===== src/rtl/dds_ctrl_pkg.sv =====
// Shared types and step-size helpers for the DDS frequency-control sequencer.
package dds_ctrl_pkg;

  typedef enum logic [1:0] {
    ST_INIT,
    ST_IDLE,
    ST_CALC,
    ST_LOAD
  } fsm_state_t;

  localparam logic [1:0] STEP_SEL_0 = 2'd0;
  localparam logic [1:0] STEP_SEL_1 = 2'd1;
  localparam logic [1:0] STEP_SEL_2 = 2'd2;

  localparam int unsigned STEP0 = 1;
  localparam int unsigned STEP1 = 10;
  localparam int unsigned STEP2 = 100;

  function automatic int unsigned step_size(input logic [1:0] sel);
    case (sel)
      STEP_SEL_1: return STEP1;
      STEP_SEL_2: return STEP2;
      default:    return STEP0;
    endcase
  endfunction

  function automatic logic [1:0] next_step_sel(input logic [1:0] sel);
    return (sel == STEP_SEL_2) ? STEP_SEL_0 : sel + 2'd1;
  endfunction

endpackage


===== src/rtl/key_debounce.sv =====
// Debouncer for one active-low key: emits a single press pulse per qualified press,
// then waits for an equally qualified release before it can fire again.
module key_debounce #(
  parameter int unsigned DEB_CYCLES = 10_000_000
) (
  input  logic clk,
  input  logic rst,
  input  logic key,
  output logic press
);

  localparam int unsigned     CNT_W    = $clog2(DEB_CYCLES + 1);
  localparam logic [CNT_W-1:0] CNT_LAST = CNT_W'(DEB_CYCLES - 1);

  logic             sync_a;
  logic             sync_b;
  logic             armed;
  logic             level_ok;
  logic [CNT_W-1:0] cnt;

  // While armed we qualify a low level; once fired we qualify a high level to re-arm.
  assign level_ok = armed ? ~sync_b : sync_b;

  // NOTE: sequential state uses non-blocking assignments so every flop samples
  // pre-edge values; this is what makes sync_a -> sync_b a real two-stage chain.
  always_ff @(posedge clk or negedge rst) begin
    if (!rst) begin
      sync_a <= 1'b1;
      sync_b <= 1'b1;
      armed  <= 1'b1;
      cnt    <= '0;
      press  <= 1'b0;
    end else begin
      sync_a <= key;
      sync_b <= sync_a;
      press  <= 1'b0;
      if (!level_ok) begin
        cnt <= '0;
      end else if (cnt == CNT_LAST) begin
        cnt   <= '0;
        armed <= ~armed;
        press <= armed;
      end else begin
        cnt <= cnt + 1'b1;
      end
    end
  end

endmodule


===== src/rtl/dds_freq_ctrl.sv =====
// Key-driven frequency-code sequencer: saturating code update, FTW multiply and
// a valid/ready load of the tuning word into the DDS phase accumulator.
module dds_freq_ctrl #(
  parameter int unsigned CODE_W       = 9,
  parameter int unsigned CODE_MAX     = 400,
  parameter int unsigned RESET_CODE   = 10,
  parameter int unsigned FTW_W        = 32,
  parameter int unsigned FTW_PER_CODE = 85899,
  parameter int unsigned DEB_CYCLES   = 10_000_000
) (
  input  logic              clk,
  input  logic              rst,
  input  logic              key_up,
  input  logic              key_dn,
  input  logic              key_step,
  input  logic              ftw_ready,
  output logic [FTW_W-1:0]  ftw,
  output logic              ftw_valid,
  output logic [CODE_W-1:0] freq_code,
  output logic [1:0]        step_sel,
  output logic              busy
);

  import dds_ctrl_pkg::*;

  if (longint'(CODE_MAX) * longint'(FTW_PER_CODE) >= (longint'(1) << FTW_W)) begin : g_chk_ftw
    $fatal(1, "CODE_MAX * FTW_PER_CODE does not fit in FTW_W bits");
  end
  if (CODE_MAX >= (1 << CODE_W)) begin : g_chk_code_w
    $fatal(1, "CODE_MAX does not fit in CODE_W bits");
  end
  if (RESET_CODE > CODE_MAX || STEP0 > CODE_MAX || STEP1 > CODE_MAX || STEP2 > CODE_MAX)
  begin : g_chk_range
    $fatal(1, "RESET_CODE and every step size must not exceed CODE_MAX");
  end

  localparam int unsigned       SUM_W       = CODE_W + 1;
  localparam logic [SUM_W-1:0]  CODE_MAX_S  = SUM_W'(CODE_MAX);
  localparam logic [CODE_W-1:0] CODE_MAX_C  = CODE_W'(CODE_MAX);
  localparam logic [CODE_W-1:0] RESET_C     = CODE_W'(RESET_CODE);
  localparam logic [FTW_W-1:0]  FTW_K       = FTW_W'(FTW_PER_CODE);

  fsm_state_t        state;
  logic              press_up;
  logic              press_dn;
  logic              press_step;
  logic [SUM_W-1:0]  step_amt;
  logic [SUM_W-1:0]  code_ext;
  logic [SUM_W-1:0]  code_sum;
  logic [CODE_W-1:0] code_next;

  key_debounce #(.DEB_CYCLES(DEB_CYCLES)) u_deb_up (
    .clk, .rst, .key(key_up), .press(press_up)
  );
  key_debounce #(.DEB_CYCLES(DEB_CYCLES)) u_deb_dn (
    .clk, .rst, .key(key_dn), .press(press_dn)
  );
  key_debounce #(.DEB_CYCLES(DEB_CYCLES)) u_deb_step (
    .clk, .rst, .key(key_step), .press(press_step)
  );

  assign step_amt = SUM_W'(step_size(step_sel));
  assign code_ext = {1'b0, freq_code};
  assign code_sum = code_ext + step_amt;

  // NOTE: code_next gets a default before any branch so no path leaves it
  // unassigned, which would otherwise infer a latch.
  always_comb begin
    code_next = freq_code;
    if (press_up) begin
      code_next = (code_sum > CODE_MAX_S) ? CODE_MAX_C : code_sum[CODE_W-1:0];
    end else if (press_dn) begin
      code_next = (code_ext < step_amt) ? '0 : freq_code - step_amt[CODE_W-1:0];
    end
  end

  assign busy = (state != ST_IDLE);

  // Presses are only acted on in IDLE; step wins over up, up wins over dn.
  always_ff @(posedge clk or negedge rst) begin
    if (!rst) begin
      state     <= ST_INIT;
      freq_code <= RESET_C;
      step_sel  <= STEP_SEL_0;
      ftw       <= '0;
      ftw_valid <= 1'b0;
    end else begin
      unique case (state)
        ST_INIT: state <= ST_CALC;
        ST_IDLE: begin
          if (press_step) begin
            step_sel <= next_step_sel(step_sel);
          end else if ((press_up || press_dn) && code_next != freq_code) begin
            freq_code <= code_next;
            state     <= ST_CALC;
          end
        end
        ST_CALC: begin
          ftw       <= FTW_W'(freq_code) * FTW_K;
          ftw_valid <= 1'b1;
          state     <= ST_LOAD;
        end
        ST_LOAD: begin
          if (ftw_ready) begin
            ftw_valid <= 1'b0;
            state     <= ST_IDLE;
          end
        end
        default: state <= ST_INIT;
      endcase
    end
  end

endmodule


===== config.mk =====
export PLATFORM = sky130hd
export DESIGN_NAME = dds_freq_ctrl
export DESIGN_NICKNAME = d
export VERILOG_FILES = /design/src/rtl/dds_ctrl_pkg.sv /design/src/rtl/key_debounce.sv /design/src/rtl/dds_freq_ctrl.sv
export SDC_FILE = /design/constraint.sdc
export NUM_CORES = 1
export LEC_CHECK = 0
export CORE_ASPECT_RATIO = 1.25
export CORE_MARGIN = 10
export CORE_UTILIZATION = 25
export DETAILED_ROUTE_END_ITERATION = 16
export PLACE_DENSITY_LB_ADDON = 0.25
export SLEW_MARGIN = 20
export SYNTH_ARGS = -nofsm -noshare
export SYNTH_HDL_FRONTEND = slang
export SYNTH_SLANG_ARGS = --single-unit

===== constraint.sdc =====
create_clock -name clk -period 9.9 [get_ports clk]
set_input_delay 0.99 -clock clk [delete_from_list [all_inputs] [get_ports clk]]
set_output_delay 0.99 -clock clk [all_outputs]
set_load 0.02 [all_outputs]

==> impl_metrics.json <==
{
  "crit_start": "freq_code[6]",
  "tritoncts.num_buffers": 17,
  "clkSinkCount": 124,
  "timing.hold.ws_ns": 0.355,
  "firstDrtPassIters": 5,
  "crit_path_cell_trace": "inv_1 -> fa_1 -> fa_1 -> inv_1 -> fa_1 -> inv_1 -> fa_1 -> inv_1 -> ha_1 -> a21o_1 -> a21oi_1 -> o221ai_1 -> a21o_1 -> a21o_1 -> a21o_1 -> o21bai_1 -> a31oi_1 -> xor2_1 -> o21ai_0",
  "critPathBufInv": 4,
  "areaGrowthSynthToFinish_pct": 17.3,
  "max_freq_mhz": 179,
  "synth_ff_type": "dfrtp_1",
  "fin_util_pct": 29.7,
  "critPathCaptureType": "register",
  "arrival_ns": 5.88,
  "synth_edf_count": 0,
  "crit_required_ns": 10.18,
  "rr_worst_depth": 19,
  "hold_class": "register to register",
  "grt_max_degree": 68,
  "pin_count": 51,
  "slew_headroom_pct": 39.2,
  "drive_gt1_share_pct": 8.13,
  "first_iter_violations": 375,
  "clockRootBuffer": "clkbuf_16",
  "peakVddDrop_mv": 0.111,
  "syn_avg_cell_area_um2": 9.51,
  "grt_pass1_vias": 7147,
  "finClkSkew_ns": 0.0131,
  "grtUsageTotal_pct": 10.5,
  "netlist_area_um2": 9180,
  "multiInputGateArea_um2": 5600,
  "grt_pass1_wl_um": 37800,
  "seq_area_um2": 3120,
  "start_kind": "register",
  "synth.distinct_cells": 76,
  "yosysWarnings": 0,
  "cp_top_family": "adder cells",
  "crit_path_top_delay_cell": "dfrtp_1",
  "layout_setup_ws_ns": 4.30,
  "post_cts_buffers": 0,
  "worst_pin_slew_ns": 0.905,
  "tritoncts": "built",
  "die_w_um": 191,
  "r2r_start": "freq_code[6]",
  "ctsLongestPathBuffers": 2,
  "num_vias": 6822,
  "via_per_inst": 4.54,
  "drc": 0,
  "dieArea_um2": 44800,
  "nFillCells": 3877,
  "layout_worst_path_cycle_share_pct": 56.5,
  "hpwlAfterDp_um": 16900,
  "core_um2": 36300,
  "die_h_um": 234,
  "reg2reg_to": "ftw[25]",
  "post_cts_resized": 0,
  "initial_core_util_pct": 25.3,
  "syn_inst": 966,
  "min_from": "u_deb_dn.sync_a",
  "cts.reportedPaths.clkPinSlew_ns": 0.07,
  "holdPathEnd": "u_deb_dn.sync_b",
  "power.density_nw_per_um2": 174,
  "async_flop_share_pct": 100,
  "tns_ns": 0,
  "ys_seq_elements": 124,
  "antenna_cells": 0,
  "hold_viol_final": 0,
  "postCtsHoldBufs": 0,
  "wl_per_cell_um": 15.0,
  "ant_nets": 0,
  "critPathKind": "register to register",
  "routed_wl_um": 22600,
  "fin_crit_ns": 5.60,
  "cp_max_fo": 14,
  "leakagePower_nw": 4.94,
  "slew_viol_final": 0,
  "setup_viol_count_final": 0,
  "antenna_found_initial": 0,
  "clkLatencyLatePin_ns": 0.43,
  "drv_cap": 0,
  "gr-total-overflow": 0,
  "htreeDepth": 4,
  "place_ws_ns": 4.38,
  "numPortBuffers": 44,
  "synth_seq_area_share_pct": 33.9,
  "r2r_slack_ns": 4.30,
  "place.gp.congestion": 0.901,
  "fin_nets": 1141,
  "rsz0062_at_grt": "false",
  "hold_path_depth": 0,
  "outcome": "finished, final reports clean",
  "rows": 78,
  "cpPeakStageDelay_ns": 0.70
}
## routing by layer
metal  global-route usage, %  share of wire, %
met3                    2.26               4.3
met1                    12.6                44
met2                    18.0                49
met5                       0                 0
met4                    4.33               2.4
## worst max path at each step
stage              end  slack (ns)  cells past startpoint
2_1_floorplan  ftw[25]        4.61                     20
3_5_place_dp   ftw[25]        4.38                     19
3_3_place_gp   ftw[25]        4.49                     19
6_report       ftw[25]        4.30                     19
4_1_cts        ftw[25]        4.34                     19
5_1_grt        ftw[25]        3.89                     19
## Yosys cell counts, types with 3 or more instances
library cell  count  share of area (%)
buf_2             3               0.16
and4_1            3               0.29
o211ai_1          3               0.25
or4_1             3               0.25
o21a_1            6               0.49
and2_1            8               0.55
nor4bb_1          3               0.33
dfrtp_1         113                 31
nor4_1            5               0.34
o31ai_1           8               0.65
nor3_1           16               0.87
nor2b_1           7               0.48
o21bai_1          3               0.25
nor2_1          113                4.6
a2bb2oi_1         3               0.29
a31oi_1           6               0.41
buf_4             7               0.57
mux2_2            9                1.1
and3_1           10               0.68
nand4_1          18                1.2
mux2_4            5               0.82
a21oi_1          27                1.5
or3_1             6               0.41
o21ai_0          45                2.5
nand3_1          38                2.1
nand2_1          72                2.9
a41oi_1           3               0.29
dfstp_2          11                3.1
inv_1            90                3.7
nand2b_1         11               0.75
xor2_1           54                5.2
or2_2             8               0.55
xnor2_1          34                3.2
a21boi_0          4               0.33
clkbuf_1         19               0.78
mux2i_1           4               0.44
a21o_1           11               0.90
fa_1             40                8.7
ha_1             87                 12
nor3b_1           6               0.49
## flip-flops by register name, summed over array words and instances (netlist names), 2 cells and up
register,cells
ftw,26
u_deb_dn.cnt,24
u_deb_step.cnt,24
u_deb_up.cnt,24
freq_code,9
state,2
step_sel,2
## cell usage in the layout (no fill, tap or decap), types with 5 or more instances in the layout
master / n
a21o_1: 11
a21oi_1: 27
a31oi_1: 6
and2_1: 8
and3_1: 10
clkbuf_16: 17
clkdlybuf4s50_1: 43
conb_1: 6
dfrtp_1: 113
dfstp_2: 11
fa_1: 40
ha_1: 87
inv_1: 90
mux2_2: 9
mux2_4: 5
nand2_1: 72
nand2b_1: 10
nand3_1: 38
nand4_1: 18
nor2_1: 113
nor2b_1: 7
nor3_1: 16
nor3b_1: 6
nor4_1: 5
o21a_1: 6
o21ai_0: 45
o31ai_1: 8
or2_2: 8
or3_1: 6
xnor2_1: 34
xor2_1: 54
## power breakdown
group / switching (W) / internal [W]
Clock: 0.000248 / 0.000448
Sequential: 0.0000313 / 0.000554
Combinational: 0.000339 / 0.000250
Total: 0.000618 / 0.00125
## logic make-up after synthesis
family	Yosys count	share of synthesized area, %
buffers and inverters	121	5.35
and+or+nand+nor	336	18.1
DFF	124	33.9
AOI/OAI and AO/OA	150	11.0
adders and majority gates	127	20.6
other	1	0.0408
muxes	18	2.36
xor gates and xnor gates	89	8.64
## worst register-to-register path, delay by kind of cell (launching register included)
| kind | cells | cell delay [ns] |
|---|---|---|
| compound gates | 9 | 1.66 |
| xor+xnor | 1 | 0.17 |
| fa+ha+maj | 5 | 2.51 |
| buf+inv | 4 | 0.39 |
| flops | 1 | 0.70 |
## layout make-up
| type | count | area share, % |
|---|---|---|
| multi-input combinational | 726 | 51.9 |
| tap | 480 | 5.58 |
| clock inverter | 10 | 1.50 |
| timing repair buffer | 48 | 4.38 |
| sequential | 124 | 28.9 |
| clock buffer | 22 | 4.50 |
| inverter | 91 | 3.17 |
## per-stage QoR
stage / area (µm²) / std cells / total power (W)
floorplan: 9200 / 971 / 0.000993
global placement: 10100 / 1469 / 0.00119
detailed placement: 10100 / 1469 / 0.00119
CTS: 10800 / 1501 / 0.00191
global route: 10800 / 1501 / 0.00200
finish: 10800 / 1501 / 0.00187
No activity file was read; power rests on OpenSTA's default activity.
